==> config.mk <==
export PLATFORM = sky130hd
export DESIGN_NAME = ibm
export DESIGN_NICKNAME = d
export VERILOG_FILES = /design/src/rtl/ibm.sv
export SDC_FILE = /design/constraint.sdc
export NUM_CORES = 1
export LEC_CHECK = 0
export ABC_AREA = 1
export BUFFER_PORTS_ARGS = -buffer_cell sky130_fd_sc_hd__clkbuf_2
export CAP_MARGIN = 10
export CORE_MARGIN = 1
export CORE_UTILIZATION = 30
export DETAILED_ROUTE_END_ITERATION = 12
export MAX_ROUTING_LAYER = met4
export PLACE_DENSITY = 0.62
export SYNTH_ARGS = -nofsm -noshare
export SYNTH_HDL_FRONTEND = slang
export SYNTH_SLANG_ARGS = --single-unit
==> constraint.sdc <==
create_clock -name clk -period 8.2 [get_ports clk]
set_input_delay 2.46 -clock clk [delete_from_list [all_inputs] [get_ports clk]]
set_output_delay 2.46 -clock clk [all_outputs]
set_load 0.03 [all_outputs]
==> src/rtl/ibm.sv <==
// Input buffer manager for one egress port: takes a free buffer ID per packet,
// writes beats into packet RAM at {ID,beat}, and emits a descriptor on a kept
// tail. IDs come back either from the output scheduler (release) or internally
// when a packet is dropped (return).
module ibm #(
  parameter int ID_NUM = 16,
  parameter int ID_W   = 4,
  parameter int BEAT_W = 7
) (
  input  logic                   clk,
  input  logic                   rst_n,
  input  logic [133:0]           in_ibm_data,
  input  logic                   in_ibm_data_wr,
  input  logic                   in_ibm_valid,
  input  logic                   in_ibm_valid_wr,
  input  logic [23:0]            in_ibm_tsn_md,
  input  logic                   in_ibm_tsn_md_wr,
  output logic [ID_W:0]          bufm_ID_count,
  output logic                   buf_wr_en,
  output logic [ID_W+BEAT_W-1:0] buf_wr_addr,
  output logic [133:0]           buf_wr_data,
  output logic [23:0]            out_desc_md,
  output logic [ID_W-1:0]        out_desc_id,
  output logic [7:0]             out_desc_len,
  output logic                   out_desc_wr,
  input  logic [ID_W-1:0]        in_free_id,
  input  logic                   in_free_id_wr,
  output logic [63:0]            ibm_pktin_cnt,
  output logic [63:0]            ibm_drop_cnt,
  output logic [15:0]            ibm_err_cnt
);

  typedef enum logic [1:0] {IDLE, WR, DISC} state_t;

  localparam logic [ID_NUM-1:0] ONE = {{(ID_NUM-1){1'b0}}, 1'b1};

  state_t              state, state_nxt;
  logic [ID_NUM-1:0]   bitmap, bitmap_nxt, alloc_mask, ret_mask, rel_mask;
  logic [ID_W-1:0]     cur_id, cur_id_nxt, low_id, wr_id;
  logic [BEAT_W-1:0]   beat, beat_nxt, wr_beat;
  logic [23:0]         md_q, md_nxt;
  logic [ID_W:0]       cnt_nxt;
  logic                any_free, is_head, is_body, is_tail, keep;
  logic                take_head, wr_go, desc_go, pkt_inc, rel_bad;
  logic [1:0]          drop_inc, err_inc;
  logic [16:0]         err_sum;

  assign is_head  = in_ibm_data_wr && (in_ibm_data[133:132] == 2'b01);
  assign is_body  = in_ibm_data_wr && (in_ibm_data[133:132] == 2'b11);
  assign is_tail  = in_ibm_data_wr && (in_ibm_data[133:132] == 2'b10);
  assign keep     = in_ibm_valid_wr && in_ibm_valid;
  assign any_free = |bitmap;

  // Priority pick of the lowest-index free ID from the registered bitmap.
  always_comb begin
    low_id = '0;
    for (int i = ID_NUM - 1; i >= 0; i--)
      if (bitmap[i]) low_id = i[ID_W-1:0];
  end

  // Releasing an ID that is already free is a protocol error and is ignored.
  always_comb begin
    rel_mask = '0;
    rel_bad  = 1'b0;
    if (in_free_id_wr) begin
      if (bitmap[in_free_id]) rel_bad  = 1'b1;
      else                    rel_mask = ONE << in_free_id;
    end
  end

  // Next-state, RAM write, descriptor and counter-increment decode.
  always_comb begin
    state_nxt  = state;
    cur_id_nxt = cur_id;
    beat_nxt   = beat;
    md_nxt     = md_q;
    alloc_mask = '0;
    ret_mask   = '0;
    wr_go      = 1'b0;
    wr_id      = cur_id;
    wr_beat    = beat;
    desc_go    = 1'b0;
    drop_inc   = 2'd0;
    err_inc    = 2'd0;
    pkt_inc    = 1'b0;
    take_head  = 1'b0;
    if (in_ibm_data_wr) begin
      case (state)
        IDLE: begin
          if (is_head) take_head = 1'b1;
          else         err_inc   = 2'd1;
        end
        WR: begin
          if (is_head) begin
            // Missing tail: give back the old ID, restart with the new head.
            ret_mask  = ONE << cur_id;
            drop_inc  = 2'd1;
            err_inc   = 2'd1;
            take_head = 1'b1;
          end else if (is_body || is_tail) begin
            if (&beat) begin
              // Overlength: the buffer is full, discard the rest of the packet.
              ret_mask  = ONE << cur_id;
              drop_inc  = 2'd1;
              state_nxt = is_tail ? IDLE : DISC;
            end else begin
              wr_go    = 1'b1;
              wr_beat  = beat + 1'b1;
              beat_nxt = beat + 1'b1;
              if (is_tail) begin
                state_nxt = IDLE;
                if (keep) desc_go = 1'b1;
                else begin
                  ret_mask = ONE << cur_id;
                  drop_inc = 2'd1;
                end
              end
            end
          end
        end
        DISC: begin
          if (is_head) begin
            err_inc   = 2'd1;
            take_head = 1'b1;
          end else if (is_tail) begin
            state_nxt = IDLE;
          end
        end
        default: state_nxt = IDLE;
      endcase
    end
    // An ID returned this cycle is not reused by a head in the same cycle.
    if (take_head) begin
      pkt_inc = 1'b1;
      md_nxt  = in_ibm_tsn_md_wr ? in_ibm_tsn_md : '0;
      if (any_free) begin
        alloc_mask = ONE << low_id;
        cur_id_nxt = low_id;
        beat_nxt   = '0;
        wr_go      = 1'b1;
        wr_id      = low_id;
        wr_beat    = '0;
        state_nxt  = WR;
      end else begin
        drop_inc  = drop_inc + 2'd1;
        state_nxt = DISC;
      end
    end
  end

  // Bitmap sets and clears land together; count tracks the new bitmap.
  always_comb begin
    bitmap_nxt = (bitmap | rel_mask | ret_mask) & ~alloc_mask;
    cnt_nxt    = '0;
    for (int i = 0; i < ID_NUM; i++)
      cnt_nxt = cnt_nxt + (ID_W+1)'(bitmap_nxt[i]);
    err_sum = {1'b0, ibm_err_cnt} + 17'(err_inc) + 17'(rel_bad);
  end

  // FSM state register.
  always_ff @(posedge clk) begin
    if (!rst_n) state <= IDLE;
    else        state <= state_nxt;
  end

  // Buffer bookkeeping, registered RAM/descriptor outputs and statistics.
  always_ff @(posedge clk) begin
    if (!rst_n) begin
      bitmap        <= '1;
      bufm_ID_count <= (ID_W+1)'(ID_NUM);
      cur_id        <= '0;
      beat          <= '0;
      md_q          <= '0;
      buf_wr_en     <= 1'b0;
      buf_wr_addr   <= '0;
      buf_wr_data   <= '0;
      out_desc_md   <= '0;
      out_desc_id   <= '0;
      out_desc_len  <= '0;
      out_desc_wr   <= 1'b0;
      ibm_pktin_cnt <= '0;
      ibm_drop_cnt  <= '0;
      ibm_err_cnt   <= '0;
    end else begin
      bitmap        <= bitmap_nxt;
      bufm_ID_count <= cnt_nxt;
      cur_id        <= cur_id_nxt;
      beat          <= beat_nxt;
      md_q          <= md_nxt;
      buf_wr_en     <= wr_go;
      if (wr_go) begin
        buf_wr_addr <= {wr_id, wr_beat};
        buf_wr_data <= in_ibm_data;
      end
      out_desc_wr <= desc_go;
      if (desc_go) begin
        out_desc_md  <= md_q;
        out_desc_id  <= cur_id;
        out_desc_len <= 8'(beat) + 8'd2;
      end
      ibm_pktin_cnt <= ibm_pktin_cnt + 64'(pkt_inc);
      ibm_drop_cnt  <= ibm_drop_cnt + 64'(drop_inc);
      ibm_err_cnt   <= err_sum[16] ? 16'hFFFF : err_sum[15:0];
    end
  end

endmodule

# Word-level counts from Yosys, hierarchy flattened
# Cells that the tools add are included.
[totals]
regBits = 385
latchBits = 0
ram_bits = 0
rom_bits = 0
inputBits = 169
mem_count = 0
[op_classes]
add_sub_neg = 22
mul = 0
div = 0
order_cmp = 1
eq_ne = 9
n_shift = 3
muxes = 83
bitwise_logic = 4
n_reduce_logical = 12
[op_table]
columns = ["cell", "count"]
rows = [
  ["16-bit two-way mux", 12],
  ["4-bit two-way mux", 18],
  ["64-bit by 1-bit adder with 64-bit output", 1],
  ["64-bit by 2-bit adder with 64-bit output", 1],
  ["5-bit by 1-bit adder with 5-bit output", 11],
  ["7-bit two-way mux", 7],
  ["1-bit by 4-bit << shifter with 16-bit output (first input constant)", 3],
  ["16-bit bitwise OR", 2],
  ["1-bit two-way mux", 31],
  ["24-bit two-way mux", 1],
  ["2-bit two-way mux", 11],
  ["16-bit by 2-bit adder with 17-bit output", 1],
  ["17-bit by 1-bit adder with 17-bit output", 1],
  ["16-bit bitwise AND", 1],
  ["16-bit NOT", 1],
  ["16-bit OR reduction", 1],
  ["3-bit != test (second input constant)", 3],
  ["7-bit by 2-bit adder with 8-bit output (second input constant)", 1],
  ["7-bit by 1-bit adder with 7-bit output (second input constant)", 1],
  ["7-bit AND reduction", 1],
  ["2-bit == test (second input constant)", 3],
  ["2-bit one-hot mux with 3 select lines", 1],
  ["4-bit by 1-bit adder with 5-bit output", 1],
  ["4-bit by 5-bit < comparator with 1-bit output (second input constant)", 1],
  ["15 further kinds", 19],
]

# Longest topological paths before layout
[depth]
word_depth = 36
ltp_mapped = 32
depth_no_buf = 32

# Worst setup path after synthesis
# OpenSTA, ideal clock, no wires.
[synth_timing]
kind = "in2reg"
start = "input in_free_id[1]"
end = "register bufm_ID_count[2]"
setup_time_ns = 0.119
arrival_ns = 6.372
required_time_ns = 8.081
setup_slack_ns = 1.708
path_stages = 24
path_buffers = 0
path_cell_list = "inv_1 nand2_1 o22ai_1 o21ai_0 o21ai_0 nand2_1 nand2_1 inv_2 nand2_1 nor2_1 nor2_1 o21bai_1 fa_1 inv_1 fa_1 inv_1 fa_1 inv_1 fa_1 ha_1 inv_1 fa_1 o21ai_0 a21oi_1"
[synth_between]
elab_chain_len = 22
elab_cells_between_ends = 23
classes_between = "add/sub (15); shift (1); mux (4); bitwise (3)"
[synth_lines]
columns = ["element", "line", "text"]
rows = [
  ["start: declaration", "26", "input logic [ID_W-1:0] in_free_id,"],
  ["1-bit binary-select mux with 4-bit select", "66", "if (bitmap[in_free_id]) rel_bad = 1'b1;"],
  ["1-bit two-way mux (implied by the code)", "66", ""],
  ["16-bit two-way mux (*)", "66", ""],
  ["16-bit two-way mux (*)", "65", "if (in_free_id_wr) begin"],
  ["16-bit bitwise OR (*) (2 in series)", "153", "bitmap_nxt = (bitmap | rel_mask | ret_mask) & ~alloc_mask;"],
  ["16-bit bitwise AND (*)", "153", ""],
  ["1-bit by 1-bit adder with 2-bit output", "156", "cnt_nxt = cnt_nxt + (ID_W+1)'(bitmap_nxt[i]);"],
  ["2-bit by 1-bit adder with 3-bit output", "156", ""],
  ["3-bit by 1-bit adder with 4-bit output", "156", ""],
  ["4-bit by 1-bit adder with 5-bit output", "156", ""],
  ["5-bit by 1-bit adder with 5-bit output (10 in series)", "156", ""],
  ["5-bit by 1-bit adder with 5-bit output (*)", "156", ""],
  ["end signal: assignment", "170", "bufm_ID_count <= (ID_W+1)'(ID_NUM);"],
  ["end signal: assignment", "186", "bufm_ID_count <= cnt_nxt;"],
  ["end: declaration", "18", "output logic [ID_W:0] bufm_ID_count,"],
]
# Every way passes the cells marked *; elsewhere a longest branch is shown, timed or not. The select of a mux whose other input is x is not followed.
# A chain may end at the register's enable or synchronous reset.

# Final worst setup path
[layout_timing]
start = "input in_ibm_data[132]"
end = "register bufm_ID_count[2]"
[layout_between]
elab_cells_between_ends = 35
classes_between = "add/sub (15); eq/ne (3); mux (10); bitwise (3); reduce/logical (4)"
[layout_lines]
columns = ["element", "line", "text"]
rows = [
  ["start: declaration", "12", "input logic [133:0] in_ibm_data,"],
  ["2-bit == test", "50", "assign is_tail = in_ibm_data_wr && (in_ibm_data[133:132] == 2'b10);"],
  ["1-bit logical AND", "50", ""],
  ["16-bit two-way mux", "110", "if (is_tail) begin"],
  ["16-bit two-way mux", "101", "if (&beat) begin"],
  ["16-bit two-way mux", "100", "end else if (is_body || is_tail) begin"],
  ["16-bit two-way mux", "94", "if (is_head) begin"],
  ["16-bit two-way mux", "88", "case (state)"],
  ["16-bit two-way mux", "87", "if (in_ibm_data_wr) begin"],
  ["16-bit bitwise OR", "153", ""],
  ["16-bit bitwise AND (*)", "153", ""],
  ["via bitmap_nxt[9]", "38", "logic [ID_NUM-1:0] bitmap, bitmap_nxt, alloc_mask, ret_mask, rel_mask;"],
  ["5-bit by 1-bit adder with 5-bit output (*) (7 in series)", "156", ""],
]
# Mark *: on every way through the listed nets, which the timed path passes. The rest lies on a longest branch.

==> impl_metrics.json <==
{
  "ir_drop_v": 0.0001468,
  "holdPathEnd": "md_q[19]",
  "cts.path.max_buffers": 3,
  "reg2reg_depth": 17,
  "min_path_cells": 2,
  "vias": 16857,
  "p_leak_nw": 9.276,
  "timing.fmax_mhz": 154.6,
  "syn_nets": 2560,
  "ys_seq_elements": 385,
  "critPathMaxFanout": 30,
  "drtIter0Drc": 930,
  "synth_top_family_by_area": "simple AND/OR/NAND/NOR gates",
  "wl_mm": 58.26,
  "clk_pin_slew_ns": 0.06,
  "tightest_slew_ns": 0.9928,
  "fin_tns_setup_ns": 0,
  "cts-root-buf": "clkbuf_16",
  "rrSetupSlack_ns": 3.14,
  "cts_buffers": 45,
  "min_period_ns": 6.470,
  "die_height_um": 242.3,
  "powerDensity_nw_per_um2": 200.0,
  "cts_setup_buffers": 0,
  "p_total_mw": 4.395,
  "cts_tree": "done",
  "synthMuxAreaShare_pct": 0,
  "gp_congestion": 0.9210,
  "end_kind": "register",
  "mostFrequentLayoutCells": "505 x nor2_1, 499 x clkbuf_2, 385 x dfxtp_1, 281 x nand2_1, 253 x inv_1",
  "placed_cell_area_um2": 20460,
  "yosys.area_share.simple_pct": 30.21,
  "maxSlewViolCount": 0,
  "yosysWarnings": 0,
  "critical_path_class": "in2reg",
  "syn_inst": 2362,
  "drtPass1Iterations": 5,
  "setup_viol": 0,
  "ctsResizeCount": 0,
  "synth-edff-count": 0,
  "start_util_pct": 30.54,
  "grt_start_max_net_pins": 138,
  "r2r_end": "bufm_ID_count[2]",
  "fill_cells": 6071,
  "ys_async_sr_fraction_pct": 0,
  "finalInstanceArea_um2": 21970,
  "relSlewSlack_pct": 33.82,
  "route.detailed.drc": 0,
  "ant_nets": 0,
  "ys_seq_area_share_pct": 44.51,
  "crit_required_ns": 8.65,
  "synth_flop_cell": "dfxtp_1",
  "synth_xor_area_share_pct": 2.377,
  "final_common_cell": "nor2_1",
  "skew_ns": 0.02421,
  "synth_area_per_cell_um2": 7.332,
  "insertedDiodeCount": 0,
  "rsz0062_at_grt": "no",
  "place.port_buffers": 500,
  "clock_latency_ns": 0.57,
  "cts_hold_buf": 0,
  "drive_above_1_share_pct": 23.43,
  "cp.arrival_ns": 6.92,
  "grt-ovfl-total": 0,
  "grt_first_pass_wirelength_mm": 89.87,
  "cap_violations": 0,
  "nets": 3023,
  "finalHoldViolCount": 0,
  "rr_startpoint": "bitmap[4]",
  "num_rows": 87,
  "core_um2": 56710,
  "wire_per_inst_um": 16.12,
  "dieArea_um2": 58690,
  "synth_compound_area_share_pct": 12.09,
  "syn_area_um2": 17320,
  "vias_per_cell": 4.663,
  "status": "complete, no violations",
  "min-delay-start": "md_q[19]",
  "hp-class": "reg2reg",
  "grt_pass1_vias": 15881,
  "antenna_found_initial": 0,
  "num_io_pins": 501,
  "clock-sinks": 385,
  "die_x_um": 242.3,
  "grt_use_total_pct": 19.82,
  "period_share_pct": 78.90,
  "syn2layout_area_growth_pct": 26.86,
  "post-dp-hpwl_mm": 43.86,
  "htreeDepth": 2,
  "start_kind": "input port",
  "synth_fa_ha_area_share_pct": 2.615,
  "ys_types": 54
}
## stage by stage
step           setup slack, ns  cells  util [%]  hold WS [ns]
2_1_floorplan            1.708   2362         -        0.4457
3_3_place_gp             1.221   3534     36.07        0.4540
3_5_place_dp             1.180   3534     36.07        0.4562
4_1_cts                  1.799   3615     38.74        0.4660
5_1_grt                  1.475   3615     38.74        0.4820
6_report                 1.730   3615     38.74        0.4649
## cells in the mapped netlist (13+ instances only)
cell type,number,area share (%)
a21oi_1,115,3.3
buf_2,19,0.55
clkbuf_1,57,1.2
dfxtp_1,385,45
ha_1,17,1.2
inv_1,254,5.5
inv_2,15,0.33
nand2_1,281,6.1
nand2_2,13,0.47
nand3_1,98,2.8
nand4_1,35,1.3
nor2_1,505,11
nor2_2,15,0.54
nor2_4,15,0.98
nor3_1,96,2.8
nor3b_1,17,0.74
nor4_1,20,0.72
o21ai_0,161,4.7
o21ai_1,79,2.3
xor2_1,35,1.8
## how the worst max path moves through the flow
stage / from / slack [ns] / cells past startpoint / end
after floorplan: in_free_id[1] / 1.71 / 24 / bufm_ID_count[2]
final: in_ibm_data[132] / 1.73 / 21 / bufm_ID_count[2]
after detailed placement: in_ibm_data[132] / 1.18 / 21 / bufm_ID_count[2]
after global routing: in_ibm_data[132] / 1.48 / 22 / bufm_ID_count[4]
after CTS: in_ibm_data[132] / 1.80 / 21 / bufm_ID_count[2]
after global placement: in_ibm_data[132] / 1.22 / 21 / bufm_ID_count[2]
## logic make-up (layout without fill, tap and decap cells)
logic type / count (synthesis) / in the layout
flops: 385 / 385
compound gates: 400 / 400
buf+inv: 362 / 859
fa+ha+maj: 29 / 29
simple gates: 1139 / 1139
xor+xnor: 47 / 47
## final cells by class
class / count / area (µm²) / share of cell area (%)
multi-input cells: 1615 / 8197 / 37.31
inverters: 271 / 1022 / 4.653
flip-flops and latches: 385 / 7707 / 35.08
clock inverters: 12 / 172.7 / 0.7859
well taps: 756 / 945.9 / 4.305
clock buffers: 69 / 1339 / 6.094
repair buffers: 507 / 2586 / 11.77
## flip-flops by register name, indices dropped and copies added, names as in the netlist
register	flops
md_q	24
ibm_pktin_cnt	64
out_desc_id	4
bitmap	16
cur_id	4
out_desc_len	8
state	2
ibm_err_cnt	16
ibm_drop_cnt	64
bufm_ID_count	5
beat	7
out_desc_md	24
out_desc_wr	1
buf_wr_data	134
buf_wr_en	1
buf_wr_addr	11
## metal layers
metal  vias to the layer above  share of wire [%]  track usage [%]  routed length (µm)
met4                         0                2.9            6.552                1690
met5                         -                  0                -                   0
met2                       574                 46            31.08               26660
li1                       8585                  -                -                   -
met1                      7599                 44            24.93               25650
met3                        99                7.3            4.708                4267
## critical path, cell delays in order
cell and delay [ns]:
clkbuf_2 0.12, inv_2 0.06, nor3_2 0.26, inv_2 0.07, nor2_2 0.11, inv_2 0.27
nor3_1 0.26, inv_1 0.13, o21bai_1 0.19, inv_1 0.08, fa_1 0.50, inv_1 0.05
fa_1 0.45, fa_1 0.51, inv_1 0.05, fa_1 0.48, ha_1 0.16, inv_1 0.05
fa_1 0.39, o21ai_0 0.19, a21oi_1 0.05
## power breakdown
group / total [mW] / switching (mW) / internal (mW)
logic: 0.384 / 0.268 / 0.116
clock network: 2.06 / 0.808 / 1.25
registers: 1.95 / 0.0293 / 1.92
total: 4.39 / 1.11 / 3.29
Power figures use the tool's default switching activity.
